$ cat config.mk
export PLATFORM = sky130hd
export DESIGN_NAME = nibble_serial_adder_flat
export DESIGN_NICKNAME = d
export VERILOG_FILES = /design/src/rtl/alu_pkg.sv /design/src/rtl/nibble_serial_adder_if.sv /design/src/rtl/cla4.sv /design/src/rtl/nibble_serial_adder.sv /design/src/flat_wrapper.sv
export SDC_FILE = /design/constraint.sdc
export NUM_CORES = 1
export LEC_CHECK = 0
export BUFFER_PORTS_ARGS = -buffer_cell sky130_fd_sc_hd__buf_2
export CORE_MARGIN = 10
export CORE_UTILIZATION = 59
export CTS_CLUSTER_SIZE = 28
export DETAILED_ROUTE_END_ITERATION = 8
export PLACE_DENSITY = 0.8
export SLEW_MARGIN = 20
export SYNTH_ARGS = -nofsm -noshare
export SYNTH_HDL_FRONTEND = slang
export SYNTH_SLANG_ARGS = --single-unit
$ cat constraint.sdc
create_clock -name clk -period 4.8 [get_ports clk]
set_input_delay 0.48 -clock clk [delete_from_list [all_inputs] [get_ports clk]]
set_output_delay 0.48 -clock clk [all_outputs]
set_load 0.05 [all_outputs]
$ cat src/rtl/alu_pkg.sv
// Shared definitions for the nibble-serial add/subtract unit.
// Holds the slice width and the controller state encoding.
package alu_pkg;

   localparam int NIBBLE_W = 4;

   typedef enum logic {
      IDLE = 1'b0,
      RUN  = 1'b1
   } state_t;

endpackage

$ cat src/rtl/nibble_serial_adder_if.sv
// Start/done handshake and result bus between the ALU result mux and the serial adder.
// The master drives operands and start; the slave answers with busy, done and the flags.
interface nibble_serial_adder_if #(
   parameter int WIDTH = 16
);

   logic             start;
   logic             sub;
   logic [WIDTH-1:0] a;
   logic [WIDTH-1:0] b;
   logic             busy;
   logic             done;
   logic [WIDTH-1:0] sum;
   logic             cout;
   logic             overflow;
   logic             zero;

   modport master (
      output start, sub, a, b,
      input  busy, done, sum, cout, overflow, zero
   );

   modport slave (
      input  start, sub, a, b,
      output busy, done, sum, cout, overflow, zero
   );

endinterface

$ cat src/rtl/cla4.sv
// Combinational 4-bit carry-lookahead slice.
// Carries are formed directly from generate/propagate terms rather than rippled.
module cla4
   import alu_pkg::*;
(
   input  logic [NIBBLE_W-1:0] a,
   input  logic [NIBBLE_W-1:0] b,
   input  logic                cin,
   output logic [NIBBLE_W-1:0] s,
   output logic                cout
);

   logic [NIBBLE_W-1:0] g;
   logic [NIBBLE_W-1:0] p;
   logic [NIBBLE_W:0]   c;

   assign g = a & b;
   assign p = a ^ b;

   assign c[0] = cin;
   assign c[1] = g[0] | (p[0] & cin);
   assign c[2] = g[1] | (p[1] & g[0]) | (p[1] & p[0] & cin);
   assign c[3] = g[2] | (p[2] & g[1]) | (p[2] & p[1] & g[0]) | (p[2] & p[1] & p[0] & cin);
   assign c[4] = g[3] | (p[3] & g[2]) | (p[3] & p[2] & g[1]) | (p[3] & p[2] & p[1] & g[0])
               | (p[3] & p[2] & p[1] & p[0] & cin);

   assign s    = p ^ c[NIBBLE_W-1:0];
   assign cout = c[NIBBLE_W];

endmodule

$ cat src/rtl/nibble_serial_adder.sv
// Multi-cycle WIDTH-bit add/subtract: one cla4 pass per nibble, LSB first, carry threaded
// between passes. Result and flags publish together on the done pulse.
module nibble_serial_adder
   import alu_pkg::*;
#(
   parameter int WIDTH = 16
)(
   input  logic                  clk,
   input  logic                  rst,
   nibble_serial_adder_if.slave  bus
);

   localparam int NIBBLES = WIDTH / NIBBLE_W;
   localparam int CNT_W   = $clog2(NIBBLES);

   state_t             state_reg;
   logic [CNT_W-1:0]   cnt_reg;
   logic [WIDTH-1:0]   a_reg;
   logic [WIDTH-1:0]   b_reg;
   logic [WIDTH-1:0]   partial_reg;
   logic               carry_reg;
   logic               done_reg;
   logic [WIDTH-1:0]   sum_reg;
   logic               cout_reg;
   logic               overflow_reg;
   logic               zero_reg;

   logic [NIBBLE_W-1:0] a_nib [NIBBLES];
   logic [NIBBLE_W-1:0] b_nib [NIBBLES];
   logic [NIBBLE_W-1:0] a_sel;
   logic [NIBBLE_W-1:0] b_sel;
   logic [NIBBLE_W-1:0] s_nib;
   logic                c_out;
   logic                last_nib;
   logic [WIDTH-1:0]    merged_sum;
   logic                cin_msb;

   generate
      for (genvar gi = 0; gi < NIBBLES; gi++) begin : g_nib
         assign a_nib[gi] = a_reg[gi*NIBBLE_W +: NIBBLE_W];
         assign b_nib[gi] = b_reg[gi*NIBBLE_W +: NIBBLE_W];
      end
   endgenerate

   assign a_sel = a_nib[cnt_reg];
   assign b_sel = b_nib[cnt_reg];

   cla4 u_cla4 (
      .a    (a_sel),
      .b    (b_sel),
      .cin  (carry_reg),
      .s    (s_nib),
      .cout (c_out)
   );

   assign last_nib   = (cnt_reg == CNT_W'(NIBBLES - 1));
   // Only meaningful on the last pass, where s_nib is the top nibble.
   assign merged_sum = {s_nib, partial_reg[WIDTH-NIBBLE_W-1:0]};
   assign cin_msb    = a_sel[NIBBLE_W-1] ^ b_sel[NIBBLE_W-1] ^ s_nib[NIBBLE_W-1];

   always_ff @(posedge clk) begin
      if (rst) begin
         state_reg    <= IDLE;
         cnt_reg      <= '0;
         a_reg        <= '0;
         b_reg        <= '0;
         partial_reg  <= '0;
         carry_reg    <= 1'b0;
         done_reg     <= 1'b0;
         sum_reg      <= '0;
         cout_reg     <= 1'b0;
         overflow_reg <= 1'b0;
         zero_reg     <= 1'b0;
      end else begin
         done_reg <= 1'b0;
         case (state_reg)
            IDLE: begin
               if (bus.start) begin
                  a_reg     <= bus.a;
                  b_reg     <= bus.sub ? ~bus.b : bus.b;
                  carry_reg <= bus.sub;
                  cnt_reg   <= '0;
                  state_reg <= RUN;
               end
            end
            RUN: begin
               partial_reg[NIBBLE_W*cnt_reg +: NIBBLE_W] <= s_nib;
               carry_reg <= c_out;
               cnt_reg   <= cnt_reg + 1'b1;
               if (last_nib) begin
                  cnt_reg      <= '0;
                  state_reg    <= IDLE;
                  done_reg     <= 1'b1;
                  sum_reg      <= merged_sum;
                  cout_reg     <= c_out;
                  overflow_reg <= cin_msb ^ c_out;
                  zero_reg     <= (merged_sum == '0);
               end
            end
            default: state_reg <= IDLE;
         endcase
      end
   end

   assign bus.busy     = (state_reg == RUN);
   assign bus.done     = done_reg;
   assign bus.sum      = sum_reg;
   assign bus.cout     = cout_reg;
   assign bus.overflow = overflow_reg;
   assign bus.zero     = zero_reg;

endmodule
$ cat src/flat_wrapper.sv
// flat-port wrapper written by rule: the top's interface ports become plain ports
module nibble_serial_adder_flat import alu_pkg::*;
#(
   parameter int WIDTH = 16
)
  (clk, rst, bus_start, bus_sub, bus_a, bus_b, bus_busy, bus_done, bus_sum, bus_cout, bus_overflow, bus_zero);
  nibble_serial_adder_if #(.WIDTH(WIDTH)) bus_i ();
  input  logic clk;
  input  logic rst;
  input wire logic [$bits(bus_i.start)-1:0] bus_start;
  input wire logic [$bits(bus_i.sub)-1:0] bus_sub;
  input wire logic [$bits(bus_i.a)-1:0] bus_a;
  input wire logic [$bits(bus_i.b)-1:0] bus_b;
  output wire logic [$bits(bus_i.busy)-1:0] bus_busy;
  output wire logic [$bits(bus_i.done)-1:0] bus_done;
  output wire logic [$bits(bus_i.sum)-1:0] bus_sum;
  output wire logic [$bits(bus_i.cout)-1:0] bus_cout;
  output wire logic [$bits(bus_i.overflow)-1:0] bus_overflow;
  output wire logic [$bits(bus_i.zero)-1:0] bus_zero;
  assign bus_i.start = bus_start;
  assign bus_i.sub = bus_sub;
  assign bus_i.a = bus_a;
  assign bus_i.b = bus_b;
  assign bus_busy = bus_i.busy;
  assign bus_done = bus_i.done;
  assign bus_sum = bus_i.sum;
  assign bus_cout = bus_i.cout;
  assign bus_overflow = bus_i.overflow;
  assign bus_zero = bus_i.zero;
  nibble_serial_adder #(.WIDTH(WIDTH)) u_core (.clk(clk), .rst(rst), .bus(bus_i));
endmodule
==> key figures, run 1 <==
Synthesis
  • Asr flop ratio synth: 0%
  • Yosys top cell area share: 45.8%
  • Ys flop type: dfxtp_1
  • Ys Warns: 0
  • Count leader, synth: dfxtp_1
  • Synth area leaders: dfxtp_1 (46%), mux4_2 (6.1%), nand2_1 (5.4%)
  • Post-Syn Area: 2970 um2
  • Sequential area share after synthesis: 45.8%
  • Syn Area/Cell: 9.91 um2
  • Post-Synthesis Cells: 300
  • #FFs+latches synth: 68
  • Syn Nets: 347
  • Dominant cell type by area after synthesis: dfxtp_1
  • Top cells by count, synth: dfxtp_1 (68), nand2_1 (43), nor2_1 (29)
  • Yosys cell types: 45
  • Number of synthesized flops with an enable pin: 0

Placed design
  • Placed Cells: 406
  • # port buffers: 56
  • Post-DP HPWL: 4600 um
  • Final Wtd Congestion: 0.817
  • Placement Cell Area: 3260 um2

Finish
  • Area Growth Syn to Fin: 18.1%
  • ANT cells: 0
  • Fin cells: 422
  • Finished Core Util: 72.9%
  • Layout net count: 397
  • Final Cell Area: 3510 um2
  • Fraction of layout cells with a size suffix above 1: 26.2%
  • FILL cells: 406

STA
  • Worst Skew: 0.00680 ns
  • Hold Fails Final Rpt: 0
  • Setup Viol. Count Final: 0
  • Final period util: 60.5%
  • RSZ-0062 raised after global routing: false
  • Fmax: 344 MHz
  • Worst Max-Slew Pin Slew: 0.890 ns
  • Post-route setup TNS: 0 ns
  • Minimum clock period: 2.90 ns
  • Rel. slew slack: 40.7%
  • Final hold slack: 0.370 ns
  • Max-slew violation count: 0

Global routing
  • Vias in the first global route: 2,356
  • Total track usage: 15.6%
  • Grt total ovfl: 0
  • Largest net degree at the start of global routing: 51
  • Antenna violations before repair: 0
  • First-pass GRT wire length: 10,800 um

Power
  • Pwr dens: 382 nW/um2
  • VDD IR-drop max: 0.207 mV
  • Leakage power: 1.46 nW

Drt
  • Post-route ant nets: 0
  • Via Count: 2,332
  • DRC: 0
  • DR iter-0 viols: 120
  • Via density: 5.53
  • DRT Wirelength: 6270 um
  • Drt first pass iters: 4
  • Routed len/inst: 14.9 um

Floorplanning
  • Full die area: 8280 um2
  • CORE AREA: 4820 um2
  • Die height: 91.0 um
  • Initial core utilization: 61.7%
  • Core Rows: 25
  • Die width: 91.0 um
  • Number of top-level pins: 57

Clocking
  • H-tree levels: 3
  • Longest Clk Path Bufs: 2
  • TritonCTS clock tree: yes
  • Clock Root Buffer: clkbuf_8
  • Worst-path clk slew: 0.07 ns
  • CTS buffer count: 9
  • CTS Hold Buffers Added: 0
  • Post-CTS Setup Inserts: 0
  • CTS resizes: 0
  • Worst skew pair latency: 0.34 ns
  • Sink Count: 68

Setup path
  • Crit-path max FO: 15
  • Worst path required time: 5.05 ns
  • Critical path capture point type: flip-flop
  • Critical path startpoint category: flip-flop
  • CP arrival: 3.16 ns
  • Crit path kind: reg -> reg

Run status
  • Status: complete, no violations

Min path
  • HP Class: in -> reg

Run
  • Max Cap Viol: 0
worst max-delay path, stage by stage, from the launching register on:
cell and delay (ns):
dfxtp_1 0.85, mux4_2 0.65, ha_1 0.36, a211o_1 0.32
a21o_1 0.21, and2_1 0.19, o31ai_2 0.22
final timing paths:
| path | from | slack, ns | endpoint | depth (start not counted) |
|---|---|---|---|---|
| worst max-delay path | u_core.cnt_reg[0] | 1.90 | u_core.bus.zero | 6 |
| worst min-delay path | bus_a[15] | 0.37 | u_core.a_reg[15] | 3 |
| worst max register to register | u_core.cnt_reg[0] | 1.90 | u_core.bus.zero | 6 |
| worst min register to register | u_core.a_reg[15] | 0.46 | u_core.a_reg[15] | 2 |
layout by cell type, fill, tap and decap left out, types with 2 or more instances in the layout:
cell type / count
a211oi_1: 16
a21o_1: 2
a21oi_1: 25
a22o_1: 17
a22oi_1: 6
a32oi_1: 2
buf_2: 56
buf_4: 2
bufinv_16: 3
clkbuf_8: 11
dfxtp_1: 68
ha_1: 10
inv_1: 2
mux4_2: 8
nand2_1: 43
nand3_1: 2
nand4_1: 4
nor2_1: 29
nor3_1: 4
nor4b_4: 2
xnor2_1: 16
cell type report:
| cell class | count | area (um2) | share of cell area (%) |
|---|---|---|---|
| Tap cell | 67 | 83.8 | 2.39 |
| Inverter | 3 | 11.3 | 0.321 |
| Sequential cell | 68 | 1360 | 38.8 |
| Timing Repair Buffer | 58 | 295 | 8.41 |
| Clock buffer | 12 | 155 | 4.42 |
| Clock inverter | 4 | 95.1 | 2.71 |
| Multi-Input combinational cell | 210 | 1510 | 43.0 |
kinds of logic after synthesis:
kind of cell               Yosys count  share of synthesized area (%)
xor gates and xnor gates            17                           5.01
adders and majority gates           11                           4.88
muxes                               10                           6.78
buffers and inverters               22                           3.58
DFF                                 68                           45.8
AOI/OAI and AO/OA                   76                           18.2
and+or+nand+nor                     96                           15.8
stage by stage:
step	power (mW)	setup slack, ns
4_1_cts	1.35	1.87
5_1_grt	1.40	1.70
3_3_place_gp	0.772	1.92
6_report	1.34	1.90
3_5_place_dp	0.778	1.89
2_1_floorplan	0.735	2.24
layer usage:
layer | up-vias | track usage, % | share of wire [%] | wire, um
met5 | - | 0 | 0 | 0
met4 | 0 | 6.53 | 1.2 | 77
met3 | 7 | 5.27 | 6.1 | 383
met2 | 63 | 24.8 | 47 | 2930
met1 | 1083 | 18.9 | 46 | 2880
li1 | 1179 | - | - | -
where the power goes:
part	switching [mW]	total, mW	internal (mW)
sequential	0.0201	0.608	0.588
combinational	0.0879	0.158	0.0696
clock	0.203	0.576	0.373
total	0.311	1.34	1.03
Power figures use the tool's default switching activity.
==> run 2, diff against run 1 <==
--- a/config.mk
+++ b/config.mk
@@ -5,12 +5,13 @@
 export SDC_FILE = /design/constraint.sdc
 export NUM_CORES = 1
 export LEC_CHECK = 0
+export ABC_AREA = 1
 export BUFFER_PORTS_ARGS = -buffer_cell sky130_fd_sc_hd__buf_2
 export CORE_MARGIN = 10
-export CORE_UTILIZATION = 59
+export CORE_UTILIZATION = 55
 export CTS_CLUSTER_SIZE = 28
 export DETAILED_ROUTE_END_ITERATION = 8
-export PLACE_DENSITY = 0.8
+export PLACE_DENSITY = 0.75
 export SLEW_MARGIN = 20
 export SYNTH_ARGS = -nofsm -noshare
 export SYNTH_HDL_FRONTEND = slang
==> constraint.sdc (replaced) <==
create_clock -name clk -period 2.8 [get_ports clk]
set_input_delay 0.28 -clock clk [delete_from_list [all_inputs] [get_ports clk]]
set_output_delay 0.28 -clock clk [all_outputs]
set_load 0.05 [all_outputs]
==> run 2 against run 1 <==
  * Via count up 14%
  * Clock skew is 0.00077 ns higher
  * Global-route usage increased by 0.22 points
  * Count of clock-buffer cells in the layout up 1
  * Die area grew 9.1%
  * Utilization down 8.8 points
  * First-iteration DRC count down 3.3%
  * Critical path type unchanged
  * Critical endpoint is now u_core.partial_reg[10]
==> key figures, run 2 <==
Run status
  • Status: complete, no violations

Synthesis
  • Post-Synthesis Cells: 393 (+31%)
  • Ys Warns: 0 (unchanged)
  • Adder-cell share of the synthesized area: 4.68% (-0.20 points)
  • Count leader, synth: dfxtp_1
  • Simple-Gate Fraction of Synth Area: 20.9% (+5.1 points)
  • #FFs+latches synth: 68 (unchanged)
  • Combinational family with the most area after synthesis: simple AND/OR/NAND/NOR gates
  • Ys flop type: dfxtp_1
  • Yosys cell types: 29 (-36%)
  • Multiplexer area fraction after synthesis: 0% (-6.8 points)
  • Xor/xnor cell area share of the yosys netlist: 4.81% (-0.20 points)
  • Syn Nets: 440 (+27%)
  • Number of synthesized flops with an enable pin: 0 (unchanged)
  • Yosys top cell area share: 43.9% (-1.8 points)
  • Synth area leaders: dfxtp_1 (44%), o21ai_0 (8.9%), nand2_1 (6.8%)
  • Sequential area share after synthesis: 43.9% (-1.8 points)
  • Asr flop ratio synth: 0% (unchanged)
  • Top cells by count, synth: dfxtp_1 (68), nand2_1 (56), o21ai_0 (55)
  • Syn Area/Cell: 7.88 um2 (-20%)
  • Post-Syn Area: 3100 um2 (+4.2%)
  • Dominant cell type by area after synthesis: dfxtp_1
  • Compound-cell area share of the yosys netlist: 17.4% (-0.77 points)

Global routing
  • Busiest layer in global routing: met2
  • Total track usage: 15.8% (+0.22 points)
  • Vias in the first global route: 2,643 (+12%)
  • First-pass GRT wire length: 11,500 um (+6.3%)
  • Grt total ovfl: 0 (unchanged)
  • Met3 Usage GRT: 5.11% (-0.16 points)
  • GRT met2 Usage: 27.3% (+2.5 points)
  • Antenna violations before repair: 0 (unchanged)
  • Largest net degree at the start of global routing: 50 (-2.0%)
  • M1 GR Usage: 17.5% (-1.3 points)

Power
  • Clock network power share: 33.1% (-9.8 points)
  • Switching Share: 28.5% (+5.3 points)
  • P_int: 1.51 mW (+47%)
  • Pwr dens: 602 nW/um2 (+58%)
  • Combinational power share: 17.1% (+5.4 points)
  • VDD IR-drop max: 0.367 mV (+77%)
  • Sequential Power Share: 49.8% (+4.5 points)
  • Leakage power: 1.51 nW (+3.6%)
  • Net Sw Power: 602 uW (+93%)
  • Pwr Total: 2.11 mW (+57%)

Finish
  • Fraction of layout cells with a size suffix above 1: 20.0% (-6.2 points)
  • Most frequent cells in the layout: dfxtp_1 (68), nand2_1 (56), buf_2 (56)
  • Layout net count: 488 (+23%)
  • ANT cells: 0 (unchanged)
  • Area Growth Syn to Fin: 13.1%
  • FILL cells: 506 (+25%)
  • Commonest non-fill, non-tap cell in the layout: dfxtp_1

Drt
  • Post-route ant nets: 0 (unchanged)
  • DRT Wirelength: 6900 um (+10%)
  • Drt first pass iters: 4 (unchanged)
  • DRC: 0 (unchanged)
  • Via Count: 2,670 (+14%)
  • Routed len/inst: 13.3 um (-10%)
  • DR iter-0 viols: 116 (-3.3%)
  • Via density: 5.16 (-6.5%)

Setup path
  • Total stage count of the critical path: 11 (+5)
  • Crit-path max FO: 23 (+8)
  • Crit path cell chain: inv_2 -> o21ai_0 -> o22ai_1 -> ha_1 -> nand3_1 -> nand3_1 -> nand2_1 -> nand2_1 -> inv_1 -> nand3_1 -> a21oi_1
  • Crit-path max cell delay: 0.66 ns (-0.19 ns)
  • Crit path kind: reg -> reg
  • CP arrival: 2.86 ns (-0.30 ns)
  • Critical path buffers and inverters: 2 (+2)
  • Cell mode on critical path: nand3_1
  • Slowest CP cell: dfxtp_1
  • Crit path max-delay family: flip-flops
  • Worst path required time: 3.07 ns (-1.98 ns)
  • Critical path startpoint category: flip-flop
  • Worst R2R Path Depth: 11 (+5)
  • Critical path capture point type: flip-flop

Placed design
  • Post-DP HPWL: 5180 um (+13%)
  • Final Wtd Congestion: 0.862 (+5.5%)
  • # port buffers: 56 (unchanged)

Floorplanning
  • Die width: 95.1 um (+4.5%)
  • Core Rows: 27 (+8.0%)
  • CORE AREA: 5470 um2 (+14%)
  • Die height: 95.1 um (+4.5%)
  • Number of top-level pins: 57 (unchanged)
  • Initial core utilization: 56.6% (-5.1 points)
  • Full die area: 9030 um2 (+9.1%)

Clocking
  • Worst skew pair latency: 0.34 ns (about the same)
  • Sink Count: 68 (unchanged)
  • Clock Root Buffer: clkbuf_8
  • Post-CTS Setup Inserts: 0 (unchanged)
  • TritonCTS clock tree: yes
  • CTS Hold Buffers Added: 0 (unchanged)
  • Longest Clk Path Bufs: 2 (unchanged)
  • H-tree levels: 3 (unchanged)
  • CTS resizes: 0 (unchanged)
  • CTS buffer count: 9 (unchanged)
  • Worst-path clk slew: 0.07 ns (about the same)

STA
  • Worst Skew: 0.00757 ns (+0.000771 ns)
  • RSZ-0062 raised after global routing: false
  • Setup Viol. Count Final: 0 (unchanged)
  • Post-route setup TNS: 0 ns (unchanged)
  • Max-slew violation count: 0 (unchanged)
  • Rel. slew slack: 45.5% (+4.8 points)
  • Fmax: 386 MHz (+12%)
  • Final hold slack: 0.191 ns (-0.178 ns)
  • Minimum clock period: 2.59 ns (-0.314 ns)
  • Hold Fails Final Rpt: 0 (unchanged)
  • Worst Max-Slew Pin Slew: 0.817 ns (-0.0734 ns)
  • Final period util: 92.5% (+32 points)

Min path
  • HP Class: in -> reg
  • Hold Path Cell Cnt: 3 (unchanged)

Run
  • Max Cap Viol: 0 (unchanged)
run 2: tightest hold or removal path: cells and delay by family:
kind	cells	cell delay [ns]
buf+inv	1	0.07
compound gates	1	0.07
simple gates	1	0.07
run 2: area by class of cell:
| class | instances | area, um2 | share of cell area (%) |
|---|---|---|---|
| multi-input combinational | 274 | 1480 | 42.2 |
| sequential | 68 | 1360 | 38.8 |
| timing repair buffer | 57 | 288 | 8.21 |
| clock buffer | 13 | 159 | 4.53 |
| inverter | 31 | 116 | 3.32 |
| tap | 72 | 90.1 | 2.57 |
| clock inverter | 2 | 10.0 | 0.286 |
run 2: cell families (layout without fill, tap and decap cells):
| family | after synthesis | count (layout) |
|---|---|---|
| XOR/XNOR | 17 | 17 |
| adder cells (fa/ha/maj) | 11 | 11 |
| buffers and inverters | 51 | 103 |
| AND/OR/NAND/NOR | 141 | 141 |
| flip-flops | 68 | 68 |
| AO/OA/AOI/OAI | 105 | 105 |
run 2: power by group through the flow:
stage / registers, mW / clock network [mW] / logic, mW
after global routing: 1.06 / 0.762 / 0.409
after detailed placement: 1.07 / 0 / 0.358
after floorplan: 1.06 / 0 / 0.288
after CTS: 1.05 / 0.715 / 0.360
final: 1.05 / 0.698 / 0.361
after global placement: 1.07 / 0 / 0.344
run 2: final timing paths:
check	from	endpoint	slack, ns
worst max-delay path	u_core.cnt_reg[0]	u_core.partial_reg[10]	0.21
worst min-delay path	bus_a[9]	u_core.a_reg[9]	0.19
worst max register to register	u_core.cnt_reg[0]	u_core.partial_reg[10]	0.21
worst min register to register	u_core.bus.cout	u_core.bus.cout	0.45
run 2: through the flow:
| stage | instances | instance area [um2] | util (%) | setup slack, ns |
|---|---|---|---|---|
| 2_1_floorplan | 393 | 3100 | - | 0.719 |
| 3_3_place_gp | 502 | 3340 | 61.0 | 0.471 |
| 3_5_place_dp | 502 | 3340 | 61.0 | 0.272 |
| 4_1_cts | 517 | 3500 | 64.0 | 0.260 |
| 5_1_grt | 517 | 3500 | 64.0 | 0.00675 |
| 6_report | 517 | 3500 | 64.0 | 0.211 |
run 2: routing by layer:
layer	part of all wire, %	wire length [um]
met1	44	3060
met2	47	3260
met3	6.7	465
met4	1.7	117
met5	0	0
